<file path="config.mk">
export PLATFORM = sky130hd
export DESIGN_NAME = operand_fetch
export DESIGN_NICKNAME = d
export VERILOG_FILES = /design/src/rtl/operand_fetch_pkg.sv /design/src/rtl/operand_scoreboard.sv /design/src/rtl/operand_fetch.sv
export SDC_FILE = /design/constraint.sdc
export NUM_CORES = 1
export LEC_CHECK = 0
export CORE_UTILIZATION = 35
export DETAILED_ROUTE_END_ITERATION = 10
export PLACE_DENSITY = 0.65
export SYNTH_ARGS = -nofsm -noshare
export SYNTH_HDL_FRONTEND = slang
export SYNTH_SLANG_ARGS = --single-unit
export TNS_END_PERCENT = 1
</file>
<file path="constraint.sdc">
create_clock -name clock -period 4 [get_ports clock]
set_input_delay 0.6 -clock clock [delete_from_list [all_inputs] [get_ports clock]]
set_output_delay 0.6 -clock clock [all_outputs]
set_load 0.01 [all_outputs]
</file>
<file path="src/rtl/operand_fetch_pkg.sv">
// Shared widths and helpers for the operand fetch stage and its scoreboard.
package operand_fetch_pkg;

    localparam int unsigned XLEN     = 32;
    localparam int unsigned NUM_REGS = 32;
    localparam int unsigned REG_AW   = 5;

    typedef logic [REG_AW-1:0] reg_addr_t;

    // Destination carried alongside the resolved operands.
    typedef struct packed {
        reg_addr_t rd_addr;
        logic      rd_we;
    } dest_t;

    // True when this cycle's writeback targets register r (x0 never matches).
    function automatic logic wb_hit(input logic wb_valid, input reg_addr_t wb_addr,
                                    input reg_addr_t r);
        return wb_valid && (wb_addr == r) && (r != '0);
    endfunction

endpackage

</file>
<file path="src/rtl/operand_scoreboard.sv">
// One pending bit per architectural register with same-cycle writeback bypass on lookup.
module operand_scoreboard
    import operand_fetch_pkg::*;
(
    input  logic      clock,
    input  logic      reset_n,
    input  logic      set_en,
    input  reg_addr_t set_addr,
    input  logic      clr_en,
    input  reg_addr_t clr_addr,
    input  logic      flush_clr_en,
    input  reg_addr_t flush_clr_addr,
    input  reg_addr_t rs1_addr,
    input  reg_addr_t rs2_addr,
    input  reg_addr_t rd_addr,
    output logic      busy_rs1,
    output logic      busy_rs2,
    output logic      busy_rd
);

    logic [NUM_REGS-1:0] pending;
    logic [NUM_REGS-1:0] pending_next;

    // A register being written back this edge is no longer busy.
    assign busy_rs1 = pending[rs1_addr] && !(clr_en && (clr_addr == rs1_addr));
    assign busy_rs2 = pending[rs2_addr] && !(clr_en && (clr_addr == rs2_addr));
    assign busy_rd  = pending[rd_addr]  && !(clr_en && (clr_addr == rd_addr));

    // Clears first so a set to the same register in the same cycle wins.
    always_comb begin
        pending_next = pending;
        if (clr_en) begin
            pending_next[clr_addr] = 1'b0;
        end
        if (flush_clr_en) begin
            pending_next[flush_clr_addr] = 1'b0;
        end
        if (set_en) begin
            pending_next[set_addr] = 1'b1;
        end
        pending_next[0] = 1'b0;
    end

    always_ff @(posedge clock) begin
        if (!reset_n) begin
            pending <= '0;
        end else begin
            pending <= pending_next;
        end
    end

endmodule

</file>
<file path="src/rtl/operand_fetch.sv">
// Operand fetch: scoreboard hazard check, writeback bypass and a one-entry output slot.
module operand_fetch
    import operand_fetch_pkg::*;
#(
    parameter int unsigned XLEN = operand_fetch_pkg::XLEN
) (
    input  logic            clock,
    input  logic            reset_n,
    input  logic            in_valid,
    output logic            in_ready,
    input  reg_addr_t       in_rs1_addr,
    input  reg_addr_t       in_rs2_addr,
    input  reg_addr_t       in_rd_addr,
    input  logic            in_rd_we,
    output reg_addr_t       rf_rs1_addr,
    output reg_addr_t       rf_rs2_addr,
    input  logic [XLEN-1:0] rf_rs1_data,
    input  logic [XLEN-1:0] rf_rs2_data,
    input  logic            wb_valid,
    input  reg_addr_t       wb_rd_addr,
    input  logic [XLEN-1:0] wb_data,
    input  logic            flush,
    output logic            out_valid,
    input  logic            out_ready,
    output logic [XLEN-1:0] out_rs1_data,
    output logic [XLEN-1:0] out_rs2_data,
    output reg_addr_t       out_rd_addr,
    output logic            out_rd_we,
    output logic            stall
);

    localparam logic [0:0] S_EMPTY = 1'b0;
    localparam logic [0:0] S_FULL  = 1'b1;

    logic [0:0]      state;
    logic [0:0]      state_next;
    logic            load;
    logic            busy_rs1;
    logic            busy_rs2;
    logic            busy_rd;
    logic            hazard;
    logic            accept;
    logic            set_en;
    logic            flush_clr_en;
    logic [XLEN-1:0] rs1_op;
    logic [XLEN-1:0] rs2_op;
    dest_t           slot_dest;

    assign rf_rs1_addr = in_rs1_addr;
    assign rf_rs2_addr = in_rs2_addr;

    assign hazard   = in_valid && (busy_rs1 || busy_rs2 || (in_rd_we && busy_rd));
    assign in_ready = reset_n && (!out_valid || out_ready) && !hazard && !flush;
    assign accept   = in_valid && in_ready;
    assign stall    = in_valid && !in_ready;

    assign set_en       = accept && in_rd_we && (in_rd_addr != '0);
    assign flush_clr_en = flush && out_valid && out_rd_we && (out_rd_addr != '0);

    operand_scoreboard u_scoreboard (
        .clock          (clock),
        .reset_n        (reset_n),
        .set_en         (set_en),
        .set_addr       (in_rd_addr),
        .clr_en         (wb_valid),
        .clr_addr       (wb_rd_addr),
        .flush_clr_en   (flush_clr_en),
        .flush_clr_addr (out_rd_addr),
        .rs1_addr       (in_rs1_addr),
        .rs2_addr       (in_rs2_addr),
        .rd_addr        (in_rd_addr),
        .busy_rs1       (busy_rs1),
        .busy_rs2       (busy_rs2),
        .busy_rd        (busy_rd)
    );

    // Operand select: writeback bypass beats x0, which beats the register file.
    always_comb begin
        rs1_op = rf_rs1_data;
        rs2_op = rf_rs2_data;
        if (in_rs1_addr == '0) begin
            rs1_op = '0;
        end
        if (in_rs2_addr == '0) begin
            rs2_op = '0;
        end
        if (wb_hit(wb_valid, wb_rd_addr, in_rs1_addr)) begin
            rs1_op = wb_data;
        end
        if (wb_hit(wb_valid, wb_rd_addr, in_rs2_addr)) begin
            rs2_op = wb_data;
        end
    end

    always_ff @(posedge clock) begin
        if (!reset_n) begin
            state <= S_EMPTY;
        end else begin
            state <= state_next;
        end
    end

    // Output slot control; flush discards the held entry.
    always_comb begin
        state_next = state;
        load       = 1'b0;
        case (state)
            S_EMPTY: begin
                if (accept) begin
                    state_next = S_FULL;
                    load       = 1'b1;
                end
            end
            S_FULL: begin
                if (flush) begin
                    state_next = S_EMPTY;
                end else if (out_ready) begin
                    if (accept) begin
                        load = 1'b1;
                    end else begin
                        state_next = S_EMPTY;
                    end
                end
            end
            default: begin
                state_next = S_EMPTY;
            end
        endcase
    end

    assign out_valid   = (state == S_FULL);
    assign out_rd_addr = slot_dest.rd_addr;
    assign out_rd_we   = slot_dest.rd_we;

    always_ff @(posedge clock) begin
        if (!reset_n) begin
            out_rs1_data <= '0;
            out_rs2_data <= '0;
            slot_dest    <= '0;
        end else if (load) begin
            out_rs1_data <= rs1_op;
            out_rs2_data <= rs2_op;
            slot_dest    <= '{rd_addr: in_rd_addr, rd_we: in_rd_we};
        end
    end

endmodule

</file>
==> results.ini, run 1 <==
[hold_path]
hold_class=flip-flop to flip-flop
whs_path_depth=2

[sta]
rsz0062_at_grt=no
worst-slew-pin-transition_ps=997
slew_headroom_pct=33.5
period_share_pct=88.6
period_needed_ps=3540
setup-tns-final_ps=0
hold_viol_final=0
clock_skew_ps=10.9
slew_violations=0
setup_violations=0
fmax_ghz=0.282

[clock_network]
cts-root-buf=clkbuf_16
cts_sinks=102
cts_tree=built
cts.path.max_buffers=2
clkTransAtPathRegs_ps=70
clock_latency_ps=360
cts_setup_buffers=0
numCtsBuffers=9
htree_levels=3

[yosys]
synth_common_cells=179 x nand2_1, 102 x dfxtp_1, 78 x mux2i_1
yosysWarnings=0
async_flop_share_pct=0
ys.flop_type=dfxtp_1
synth_fp_nets=816
synth_cells=693
synth.most_common_cell=nand2_1
synth_edf_count=0
yosysTopAreaCell=dfxtp_1
syn_area_mm2=0.00636
synth_top_area_share_pct=32.1
synth_cell_types=48
yosysSeqAreaShare_pct=32.1
syn_avg_cell_area_um2=9.18
ys_ff_latch=102
synthTopCellsByArea=dfxtp_1 32%, mux2i_1 12%, mux2_2 12%

[detailed_routing]
via_count=5977
vias_per_cell=5.42
wl_mm=21.0
first_iter_violations=397
wl_per_cell_um=19.0
first_pass_iters=4
antenna_left=0
drc=0

[placement]
portBuffers=205
place_congestion=1.01
dp_hpwl_mm=15.4

[status]
status=finished, final reports clean

[pwr]
p_leak_nw=3.60
p_per_area_mw_per_mm2=270
ir_drop_mv=0.231

[global_route]
antenna_found_initial=0
gr-total-overflow=0
grt_pass1_wl_mm=31.8
grt_use_total_pct=22.4
grt_start_max_net_pins=65
grt_pass1_vias=5731

[floorplan]
start_util_pct=36.3
core-area_mm2=0.0175
die-area_mm2=0.0187
rows=48
die_w_um=137
io_pins=206
die_h_um=137

[finish]
nets=996
drive_above_1_share_pct=16.5
utilization_pct=50.7
diodes=0
areaGrowthSynthToFinish_pct=39.9

[setup_path]
cp.arrival_ps=2940
reg2reg_depth=9
rrSetupSlack_ps=1220
end_kind=primary output
worstSetupStartpointType=input port
crit_required_ps=3400
path_max_fanout=6
critical_path_class=input port to primary output

[run]
drv_cap=0

## cell usage in the layout, fill, tap and decap left out, types with 3 or more instances in the layout
cell	Yosys	final
mux2_2	65	65
or3_1	4	3
clkdlybuf4s50_1	0	201
nor4_1	3	3
nor3_1	3	3
nand3_1	11	11
nand3b_1	7	7
xnor2_1	3	3
clkbuf_16	0	9
mux2i_1	78	78
nor2b_1	4	4
nand2b_1	3	3
a21oi_1	4	4
mux2_1	4	4
o2111ai_1	31	31
mux4_2	18	18
buf_12	0	4
and3_1	6	5
nand2_1	179	179
dfxtp_1	102	102
o31ai_1	31	31
nor3b_1	5	5
and3b_1	3	3
buf_4	10	34
inv_1	6	6
nor2_1	14	14
xor2_1	12	12
## stage by stage
step	power (mW)	hold slack (ps)	area, um^2	std cells	setup WS [ps]
detailed placement	1.55	451	8600	1087	18.7
CTS	2.42	463	8890	1103	21.2
global route	2.51	480	8900	1103	321
floorplan	1.30	482	6360	693	1130
global placement	1.54	444	8600	1087	9.97
finish	2.40	458	8900	1103	456
## cell families after synthesis
| logic type | after synthesis | share of synthesized area (%) |
|---|---|---|
| xor gates and xnor gates | 15 | 2.06 |
| and+or+nand+nor | 250 | 17.3 |
| muxes | 166 | 31.1 |
| AOI/OAI and AO/OA | 81 | 10.3 |
| buffers and inverters | 79 | 7.22 |
| DFF | 102 | 32.1 |
## layer usage
metal,global-route usage [%],vias to the layer above,routed length (um)
met5,0,-,0
li1,-,2851,-
met3,6.74,39,1830
met2,37.0,271,10100
met4,8.00,0,533
met1,27.5,2816,8500
## sequential cells by signal, indices dropped and copies added (netlist names)
signal                flops
out_rd_addr               5
out_rd_we                 1
out_rs1_data             32
out_rs2_data             32
out_valid                 1
u_scoreboard.pending     31
## critical path: stages
cell and delay, ps:
clkdlybuf4s50_1 460, buf_4 200, mux4_2 340, mux2i_1 70, and3_1 170, or4_1 530
nand4_1 130, buf_4 160, nor2_1 40, nor2_1 80, dlymetal6s2s_1 160
## area by class of cell
type / instances / area, um^2
inverters: 6 / 22.5
flip-flops and latches: 102 / 2040
well taps: 225 / 282
clock buffers: 9 / 225
clock inverters: 7 / 67.6
fillers: 1650 / 8640
repair buffers: 242 / 2380
multi-input cells: 512 / 3880
## power breakdown
group | switching, mW | internal (mW) | total [mW] | leakage (nW)
clock | 0.440 | 0.438 | 0.878 | 0.145
sequential | 0.0134 | 1.03 | 1.05 | 0.824
combinational | 0.211 | 0.264 | 0.475 | 2.63
total | 0.664 | 1.74 | 2.40 | 3.60
## final timing paths
| kind | startpoint | to |
|---|---|---|
| worst max-delay path | in_rs2_addr[0] | stall |
| worst min register to register | out_rs1_data[26] | out_rs1_data[26] |
| worst max register to register | u_scoreboard.pending[10] | out_rs2_data[17] |
| worst min-delay path | out_rs1_data[26] | out_rs1_data[26] |
## repair_timing
action / in CTS / in global routing
pin swaps: 0 / 2
hold buffers: 0 / 0
setup endpoints to repair: 1 / 2
resized for setup: 1 / 4
Power figures use the tool's default switching activity.
==> run 2: changes to the inputs <==
--- a/config.mk
+++ b/config.mk
@@ -5,9 +5,11 @@
 export SDC_FILE = /design/constraint.sdc
 export NUM_CORES = 1
 export LEC_CHECK = 0
+export CAP_MARGIN = 0
 export CORE_UTILIZATION = 35
 export DETAILED_ROUTE_END_ITERATION = 10
 export PLACE_DENSITY = 0.65
+export RECOVER_POWER = 25
 export SYNTH_ARGS = -nofsm -noshare
 export SYNTH_HDL_FRONTEND = slang
 export SYNTH_SLANG_ARGS = --single-unit
==> constraint.sdc (replaced) <==
create_clock -name clock -period 3.9 [get_ports clock]
set_input_delay 0.585 -clock clock [delete_from_list [all_inputs] [get_ports clock]]
set_output_delay 0.585 -clock clock [all_outputs]
set_load 0.01 [all_outputs]
==> results.ini, run 2 (synthesis gave the netlist of run 1 again) <==
[sta]
rsz0062_at_grt=no
clock_skew_ps=8.22
period_needed_ps=3630
setup_violations=0
hold_ws_ps=458
slew_headroom_pct=43.4
slew_violations=0
worst-slew-pin-transition_ps=846
hold_viol_final=0
fmax_ghz=0.275
period_share_pct=93.1

[setup_path]
r2r_start=u_scoreboard.pending[10]
cp_slowest_stage_delay_ps=530
cp.arrival_ps=3050
end_kind=primary output
worstSetupStartpointType=input port
path_cells=clkdlybuf4s50_1 > buf_4 > mux4_2 > mux2i_1 > and3_1 > or4_1 > nand4_1 > buf_4 > nor2_1 > nor2_1 > dlygate4sd2_1
critPathTopFamily=buffers and inverters
crit_required_ps=3310
path_max_fanout=6
crit_slowest_cell=or4_1
critical_path_class=input port to primary output
startpoint=in_rs2_addr[0]
crit_buf_inv=4

[clock_network]
cts_tree=built
cts.path.max_buffers=2
htree_levels=3
cts-root-buf=clkbuf_16
clock_latency_ps=360
clkTransAtPathRegs_ps=70
cts_sinks=102
numCtsBuffers=9

[pwr]
p_total_mw=2.46
p_leak_nw=3.75
p_per_area_mw_per_mm2=275
ir_drop_mv=0.222

[placement]
dp_hpwl_mm=15.6
dpl_cell_area_mm2=0.00863
portBuffers=205
place_congestion=0.981

[global_route]
grt_use_total_pct=23.0
grt_pass1_vias=5842
antenna_found_initial=0
grt_start_max_net_pins=55
grt_pass1_wl_mm=32.7
gr-total-overflow=0

[floorplan]
die-area_mm2=0.0187
io_pins=206
die_w_um=137
rows=48
core-area_mm2=0.0175
start_util_pct=36.3
die_h_um=137

[detailed_routing]
first_iter_violations=453
vias_per_cell=5.47
wl_mm=21.4
via_count=6050
wl_per_cell_um=19.3
first_pass_iters=5
antenna_left=0
drc=0

[run]
drv_cap=0

[finish]
diodes=0
areaGrowthSynthToFinish_pct=40.1
postLayoutCellArea_mm2=0.00892
layout_common_cells=179 x nand2_1, 155 x clkdlybuf4s50_1, 102 x dfxtp_1, 78 x mux2i_1, 65 x mux2_2
largestRegisters=out_rs1_data (32), out_rs2_data (32), u_scoreboard.pending (31)
drive_above_1_share_pct=16.8
layout_commonest_cell=nand2_1
nets=1000

[hold_path]
hp-start=out_rs2_data[0]
hold_class=flip-flop to flip-flop

[status]
status=finished, final reports clean

## run 2: cell count changes in the layout (fill, tap and decap cells not counted), sizes merged
| cell | delta |
|---|---|
| clkdlybuf4s50 | -46 |
| clkbuf | +1 |
| dlymetal6s2s | -1 |
| buf | +4 |
| clkinv | -3 |
| dlygate4sd3 | +46 |
| clkinvlp | +2 |
| dlygate4sd2 | +1 |
## run 2: layout make-up
cell class / count / area (um^2)
Tap cell: 225 / 282
Multi-Input combinational cell: 512 / 3880
Clock buffer: 10 / 229
Sequential cell: 102 / 2040
Inverter: 6 / 22.5
Timing Repair Buffer: 246 / 2410
Clock inverter: 6 / 55.1
Fill cell: 1659 / 8620
## run 2: tightest hold or removal path, stage by stage, from the launching register on
cell,delay (ps)
dfxtp_1,310
nand2_1,50
mux2i_1,50
## run 2: layer usage
layer  vias to the layer above  track usage (%)  wire, um
met2                       314             37.5     10300
met3                        37             5.52      1720
li1                       2861                -         -
met4                         0             8.36       553
met1                      2838             29.4      8840
met5                         -                0         0
## run 2: where the power goes
part	total, mW	internal, mW	leakage (nW)	switching (mW)
clock network	0.895	0.447	0.133	0.448
logic	0.486	0.268	2.80	0.218
registers	1.07	1.06	0.824	0.0136
## run 2: final timing paths
path / cells after the start / slack, ps / to
max: 11 / 270 / stall
min reg2reg: 2 / 460 / out_rs2_data[0]
max reg2reg: 9 / 1050 / out_rd_addr[2]
min: 2 / 460 / out_rs2_data[0]
## run 2: timing repair
item / 4_1_cts / 5_1_grt
setup buffers: 0 / 0
endpoints found under the setup margin: 2 / 1
pin swaps: 0 / 1
resized for setup: 3 / 2
hold buffers: 0 / 0
## run 2: stage by stage
stage / cells / setup TNS [ps] / setup WS, ps / utilization, %
floorplan: 693 / 0 / 1060 / -
global placement: 1091 / -26.6 / -26.6 / 49.2
detailed placement: 1091 / -52.0 / -48.8 / 49.2
finish: 1107 / 0 / 269 / 50.8
CTS: 1107 / 0 / 7.70 / 50.8
global route: 1107 / 0 / 126 / 50.8
